==> src/rtl/print_line_sequencer.sv <==
// print_line_sequencer: job-level controller for the thermal print path.
// For every line of a job it reads one 64-bit dot word, streams it LSB first
// into the print serializer, waits for the head load, fires the heat strobe
// and then advances the paper with stepper pulses.
module print_line_sequencer #(
    parameter int ADDR_W         = 8,
    parameter int BIT_HALF       = 260,
    parameter int DRAIN_CYCLES   = 97536,
    parameter int STROBE_CYCLES  = 50000,
    parameter int STEP_HALF      = 5000,
    parameter int STEPS_PER_LINE = 2
) (
    input  logic              CLK,
    input  logic              RST_N,
    input  logic              start,
    input  logic [ADDR_W-1:0] num_lines,
    output logic              busy,
    output logic              done,
    output logic              mem_rd,
    output logic [ADDR_W-1:0] mem_addr,
    input  logic [63:0]       mem_data,
    output logic              ser_di,
    output logic              enviando,
    output logic              strobe,
    output logic              motor_step,
    output logic [ADDR_W-1:0] line_cnt
);

    localparam int TMR_W = 24;
    localparam int PH_W  = 16;

    localparam logic [TMR_W-1:0] BIT_LAST    = TMR_W'(BIT_HALF - 1);
    localparam logic [TMR_W-1:0] DRAIN_LAST  = TMR_W'(DRAIN_CYCLES - 1);
    localparam logic [TMR_W-1:0] STROBE_LAST = TMR_W'(STROBE_CYCLES - 1);
    localparam logic [TMR_W-1:0] STEP_LAST   = TMR_W'(STEP_HALF - 1);
    localparam logic [PH_W-1:0]  PH_LAST     = PH_W'(2 * STEPS_PER_LINE - 1);

    typedef enum logic [3:0] {
        S_IDLE, S_FETCH, S_WAIT_RD, S_LOAD, S_BIT_HI, S_BIT_LO,
        S_DRAIN, S_STROBE, S_STEP, S_NEXT, S_DONE
    } state_t;

    state_t            state_q, state_d;
    logic [TMR_W-1:0]  timer_q, timer_d;
    logic [5:0]        bit_idx_q, bit_idx_d;
    logic [PH_W-1:0]   step_ph_q, step_ph_d;
    logic [ADDR_W-1:0] line_cnt_q, line_cnt_d;
    logic [ADDR_W-1:0] nl_q, nl_d;
    logic [63:0]       word_q, word_d;
    logic [ADDR_W-1:0] line_nxt;

    assign line_nxt = line_cnt_q + ADDR_W'(1);

    // State and datapath registers, cleared asynchronously
    always_ff @(posedge CLK or negedge RST_N) begin
        if (!RST_N) begin
            state_q    <= S_IDLE;
            timer_q    <= '0;
            bit_idx_q  <= '0;
            step_ph_q  <= '0;
            line_cnt_q <= '0;
            nl_q       <= '0;
            word_q     <= '0;
        end else begin
            state_q    <= state_d;
            timer_q    <= timer_d;
            bit_idx_q  <= bit_idx_d;
            step_ph_q  <= step_ph_d;
            line_cnt_q <= line_cnt_d;
            nl_q       <= nl_d;
            word_q     <= word_d;
        end
    end

    // Next-state and counter update; every timed state leaves with timer cleared
    always_comb begin
        state_d    = state_q;
        timer_d    = timer_q;
        bit_idx_d  = bit_idx_q;
        step_ph_d  = step_ph_q;
        line_cnt_d = line_cnt_q;
        nl_d       = nl_q;
        word_d     = word_q;
        case (state_q)
            S_IDLE: begin
                if (start) begin
                    if (num_lines != '0) begin
                        nl_d       = num_lines;
                        line_cnt_d = '0;
                        state_d    = S_FETCH;
                    end else begin
                        state_d = S_DONE;
                    end
                end
            end
            S_FETCH:   state_d = S_WAIT_RD;
            S_WAIT_RD: state_d = S_LOAD;
            S_LOAD: begin
                word_d    = mem_data;
                bit_idx_d = '0;
                timer_d   = '0;
                state_d   = S_BIT_HI;
            end
            S_BIT_HI: begin
                if (timer_q == BIT_LAST) begin
                    timer_d = '0;
                    state_d = S_BIT_LO;
                end else begin
                    timer_d = timer_q + TMR_W'(1);
                end
            end
            S_BIT_LO: begin
                if (timer_q == BIT_LAST) begin
                    timer_d = '0;
                    if (bit_idx_q == 6'd63) begin
                        state_d = S_DRAIN;
                    end else begin
                        bit_idx_d = bit_idx_q + 6'd1;
                        state_d   = S_BIT_HI;
                    end
                end else begin
                    timer_d = timer_q + TMR_W'(1);
                end
            end
            S_DRAIN: begin
                if (timer_q == DRAIN_LAST) begin
                    timer_d = '0;
                    state_d = S_STROBE;
                end else begin
                    timer_d = timer_q + TMR_W'(1);
                end
            end
            S_STROBE: begin
                if (timer_q == STROBE_LAST) begin
                    timer_d   = '0;
                    step_ph_d = '0;
                    state_d   = S_STEP;
                end else begin
                    timer_d = timer_q + TMR_W'(1);
                end
            end
            S_STEP: begin
                // step_ph counts half-periods: even = pulse high, odd = pulse low
                if (timer_q == STEP_LAST) begin
                    timer_d = '0;
                    if (step_ph_q == PH_LAST) begin
                        state_d = S_NEXT;
                    end else begin
                        step_ph_d = step_ph_q + PH_W'(1);
                    end
                end else begin
                    timer_d = timer_q + TMR_W'(1);
                end
            end
            S_NEXT: begin
                line_cnt_d = line_nxt;
                state_d    = (line_nxt == nl_q) ? S_DONE : S_FETCH;
            end
            S_DONE:  state_d = S_IDLE;
            default: state_d = S_IDLE;
        endcase
    end

    // Moore outputs decoded from registered state, so reset drops them at once
    always_comb begin
        busy       = (state_q != S_IDLE) && (state_q != S_DONE);
        done       = (state_q == S_DONE);
        mem_rd     = (state_q == S_FETCH);
        mem_addr   = line_cnt_q;
        ser_di     = ((state_q == S_BIT_HI) || (state_q == S_BIT_LO)) ? word_q[bit_idx_q] : 1'b0;
        enviando   = (state_q == S_BIT_HI);
        strobe     = (state_q == S_STROBE);
        motor_step = (state_q == S_STEP) && !step_ph_q[0];
        line_cnt   = line_cnt_q;
    end

endmodule
==> config.mk <==
export PLATFORM = sky130hd
export DESIGN_NAME = print_line_sequencer
export DESIGN_NICKNAME = d
export VERILOG_FILES = /design/src/rtl/print_line_sequencer.sv
export SDC_FILE = /design/constraint.sdc
export NUM_CORES = 1
export LEC_CHECK = 0
export CORE_ASPECT_RATIO = 1.25
export CORE_MARGIN = 2
export CORE_UTILIZATION = 50
export CTS_CLUSTER_SIZE = 28
export DETAILED_ROUTE_END_ITERATION = 10
export GPL_TIMING_DRIVEN = 0
export PLACE_DENSITY_LB_ADDON = 0.12
export REMOVE_ABC_BUFFERS = 1
export SYNTH_ARGS = -nofsm -noshare
export SYNTH_HDL_FRONTEND = slang
export SYNTH_SLANG_ARGS = --single-unit
==> constraint.sdc <==
create_clock -name CLK -period 2.59 [get_ports CLK]
set_input_delay 0.518 -clock CLK [delete_from_list [all_inputs] [get_ports CLK]]
set_output_delay 0.518 -clock CLK [all_outputs]
set_load 0.01 [all_outputs]
# After elaboration in Yosys (flattened, before gate mapping)
# Cells that the tools add are included.
[totals]
out_inout_bits = 23
in_bits = 75
regBits = 130
wordCells = 86
[op_classes]
mux = 29
reduce_logical = 17
addsub = 4
n_lt_le_gt_ge = 1
n_eq_ne = 28
[ops]
columns = ["op", "n"]
rows = [
  ["$pmux 24 s5", 1],
  ["$mux 24", 4],
  ["$mux 16", 3],
  ["$pmux 4 s10", 1],
  ["$mux 4", 9],
  ["$pmux 16 s2", 1],
  ["$add 24x1->24 const B", 1],
  ["$eq 24x13->1 const B", 1],
  ["$eq 24x16->1 const B", 1],
  ["$eq 24x17->1 const B", 1],
  ["$eq 24x9->1 const B", 1],
  ["$add 16x1->16 const B", 1],
  ["$eq 16x2->1 const B", 1],
  ["$eq 4x3->1 const B", 4],
  ["$mux 8", 2],
  ["$ne 2x2->1 const B", 8],
  ["$pmux 8 s2", 1],
  ["$eq 4x4->1 const B", 3],
  ["$mux 6", 2],
  ["$pmux 6 s2", 1],
  ["$reduce_and 3->1", 3],
  ["$add 8x1->8 const B", 1],
  ["$eq 4x2->1 const B", 2],
  ["$eq 8x8->1", 1],
  ["other kinds (20)", 25],
]

# Logic depth before layout (Yosys ltp)
[logic_depth]
depth_word = 4
mapped_depth = 9

# Least setup slack after synthesis
# No wires, ideal clock.
[synth_path]
kind = "register -> output"
start = "register bit_idx_q[0]"
end = "output ser_di"
t_arrival_ps = 2308
required_ps = 2072
path_stages_with_launch = 7
path_slack_ps = -236
cell_sequence = "dfrtp_1 -> buf_2 -> buf_1 -> mux4_2 -> mux4_2 -> nand3_1 -> o211ai_1"
[synth_via]
elab_chain_cells = 3
[synth_rtl]
columns = ["element", "line", "source"]
rows = [
  ["from (decl)", "45", "logic [5:0] bit_idx_q, bit_idx_d;"],
  ["from (signal assigned)", "67", "bit_idx_q <= bit_idx_d;"],
  ["$bmux 1 s6", "170", "ser_di = ((state_q == S_BIT_HI) || (state_q == S_BIT_LO)) ? word_q[bit_idx_q] : 1'b0;"],
  ["$mux 1 (not written as such)", "170", ""],
  ["$mux 1", "170", ""],
  ["to (decl)", "22", "output logic ser_di,"],
]
# No other way between the ends. The select of a mux whose other input is x is not followed.

# Final worst setup path
# Same ends and word-level chain as after synthesis.

==> impl_metrics.tcl <==
set metrics [dict create \
    r2r_cells 7 \
    final-hold-violation-count 0 \
    overflow 0 \
    ioPinCount 98 \
    yosysTopAreaCell "dfrtp_1" \
    worst_ep_required_time_ns 2.07 \
    min_period_ns 2.90 \
    worstPathArrival_ns 2.39 \
    p_per_area_nw_per_um2 525 \
    end_kind "primary output" \
    syn_to_final_growth_pct 33.3 \
    stdcell_count 943 \
    critPathKind "reg2out" \
    r2r_setup_slack_ns -0.01 \
    synth_ff_type "dfrtp_1" \
    regArea_sq_um 3280 \
    start_util_pct 50.8 \
    rr_endpoint "state_q[1]" \
    placed_cells 876 \
    netlist_top_cells_area "dfrtp_1 47%, mux2_2 12%, mux4_2 5.5%" \
    wl_mm 16.9 \
    tightest_slew_ns 0.912 \
    die_w_um 110 \
    track_usage_pct 23.2 \
    cts_tree "built" \
    leakagePower_nw 3.70 \
    diodes 0 \
    critPathCapture "ser_di" \
    worstSetupStartpoint "bit_idx_q[0]" \
    layout_common_cells "114 x dfrtp_1, 93 x clkdlybuf4s50_1, 75 x mux2_2" \
    fill_cells 1021 \
    dr.pass1.iters 5 \
    cts.clk_slew.worst_paths_ns 0.06 \
    fp.dieArea_sq_um 14900 \
    placementRows 48 \
    mostFrequentLayoutCell "dfrtp_1" \
    grt_max_degree 86 \
    critPathLaunchType "flip-flop" \
    hpwl_mm 11.0 \
    async_flop_share_pct 100 \
    post-route-util_pct 67.7 \
    setup-violations-final 2 \
    numClockSinks 130 \
    max_freq_ghz 0.344 \
    slew-limit-headroom_pct 38.9 \
    htreeDepth 4 \
    routabilityCongestion 0.839 \
    violations "negative setup slack" \
    post_drt_wl_per_cell_um 17.9 \
    syn_inst 642 \
    drtAntennaViolNets 0 \
    vias_per_cell 6.03 \
    drt_iter0_markers 448 \
    grt_antenna_before_repair 0 \
    cp_max_fo 8 \
    skew_ns 0.00676 \
    synth_cell_types 60 \
    ir_drop_uv 434 \
    syn-mean-instance-area_sq_um 10.8 \
    drive_above_1_share_pct 29.7 \
    grt_first_pass_wirelength_mm 26.9 \
    clk_root_buffer_cell "clkbuf_16" \
    worstHoldPathType "in2async" \
    status "finished, violations left" \
    synth_area_sq_um 6960 \
    finalWorstSetupSlack_ns -0.315 \
    yosysSeqAreaShare_pct 46.7 \
    min_period_over_period_pct 112 \
    drc_errors 0 \
    grt_pass1_vias 5628 \
    numCtsBuffers 17 \
    slew_violations 0 \
    rsz0062_at_grt "yes" \
    worstSkewPairLatency_ns 0.42 \
    die_h_um 136 \
    r2r-start "line_cnt[0]" \
    nNetsFinal 836 \
    multi_input_area_sq_um 3750 \
    port_buffers 97 \
    maxCapViolCount 0 \
    clock_tree.buffer_depth 2 \
    vias 5685 \
    ys_warn_count 0 \
    ys_ff_latch 130 \
    coreArea_sq_um 13700 \
    synth_top_area_share_pct 46.7 \
    synth_edf_count 0 \
]
-- worst min-delay path by stage --
stage                from           end  slack (ns)  cells past startpoint
5_1_grt             RST_N   line_cnt[6]        0.06                      1
2_1_floorplan       RST_N  bit_idx_q[0]        0.22                      0
3_3_place_gp   word_q[30]    word_q[30]        0.48                      1
6_report            RST_N   line_cnt[6]        0.02                      1
3_5_place_dp        RST_N   line_cnt[6]        0.48                      1
4_1_cts             RST_N   line_cnt[6]        0.04                      1
-- per-layer routing --
metal | vias up | global-route usage (%) | part of all wire (%) | wire [um]
met5 | - | 0 | 0 | 0
met4 | 0 | 7.03 | 1.1 | 191
met3 | 17 | 5.80 | 5.0 | 846
met2 | 164 | 40.1 | 53 | 8990
met1 | 2890 | 28.6 | 41 | 6890
li1 | 2614 | - | - | -
-- logic make-up after synthesis --
group                    share of synthesized area (%)
XOR/XNOR                                          3.40
adder cells (fa/ha/maj)                          0.719
AND/OR/NAND/NOR                                   16.3
flip-flops                                        46.7
AO/OA/AOI/OAI                                     11.1
buffers and inverters                             3.67
multiplexers                                      18.1
-- critical path, stage by stage, from the launching register on --
cell      delay [ns]
dfrtp_4         0.50
buf_12          0.16
mux4_2          0.49
mux4_2          0.50
nand3_2         0.07
o211ai_1        0.08
buf_2           0.16
-- sequential cells by signal, indices dropped and copies added (netlist names) --
register,cells
word_q,64
timer_q,24
step_ph_q,16
line_cnt,8
nl_q,8
bit_idx_q,6
state_q,4
-- synthesized netlist by cell type (4+ instances only) --
cell       number
nor2_1         45
mux2_2         75
o21ai_0        30
and4_1          4
o31ai_1         7
a22o_1         11
or3_1           9
mux4_2         17
nand4_1        11
a211oi_1        5
nor4_1         12
nand2_1        48
nand3_1        33
nor2b_1         4
clkbuf_1       26
buf_2           9
nand2b_1        5
ha_1            4
nor3_1          8
inv_1           6
buf_4           9
a21oi_1        13
a31oi_1        10
a2111oi_0       8
dfrtp_1       130
o211ai_1        6
xor2_1         16
xnor2_1        11
a21o_1          8
and3_1          9
and2_1          9
-- per-stage QoR --
step	setup WS (ns)	setup TNS, ns	hold slack, ns	instance area, sq um	power (mW)
global route	-0.408	-0.608	0.0596	9280	5.03
CTS	-0.354	-0.357	0.0365	8950	4.89
detailed placement	-1.08	-26.47	0.478	8050	2.39
finish	-0.315	-0.322	0.0221	9280	4.87
floorplan	-3.67	-249.58	0.222	6730	2.21
global placement	-5.65	-941.09	0.485	7920	2.37
-- layout make-up --
cell class / count / area share (%)
clock buffer: 18 / 4.63
clock inverter: 12 / 2.00
inverter: 6 / 0.243
multi-input combinational: 460 / 40.4
sequential: 130 / 35.4
tap: 175 / 2.36
timing repair buffer: 142 / 15.0
-- report_power, final --
part           total (mW)  internal, mW  switching [mW]  leakage (nW)
clock network        2.52          1.60           0.912         0.285
logic               0.241         0.161          0.0806          1.84
registers            2.11          2.08          0.0253          1.58
-- timing repair --
item / CTS / global route
hold buffers: 0 / 0
gates cloned: 0 / 2
buffers inserted: 13 / 23
resized for setup: 44 / 39
pin swaps: 10 / 18
setup endpoints to repair: 56 / 20
No activity file was read; power rests on OpenSTA's default activity.
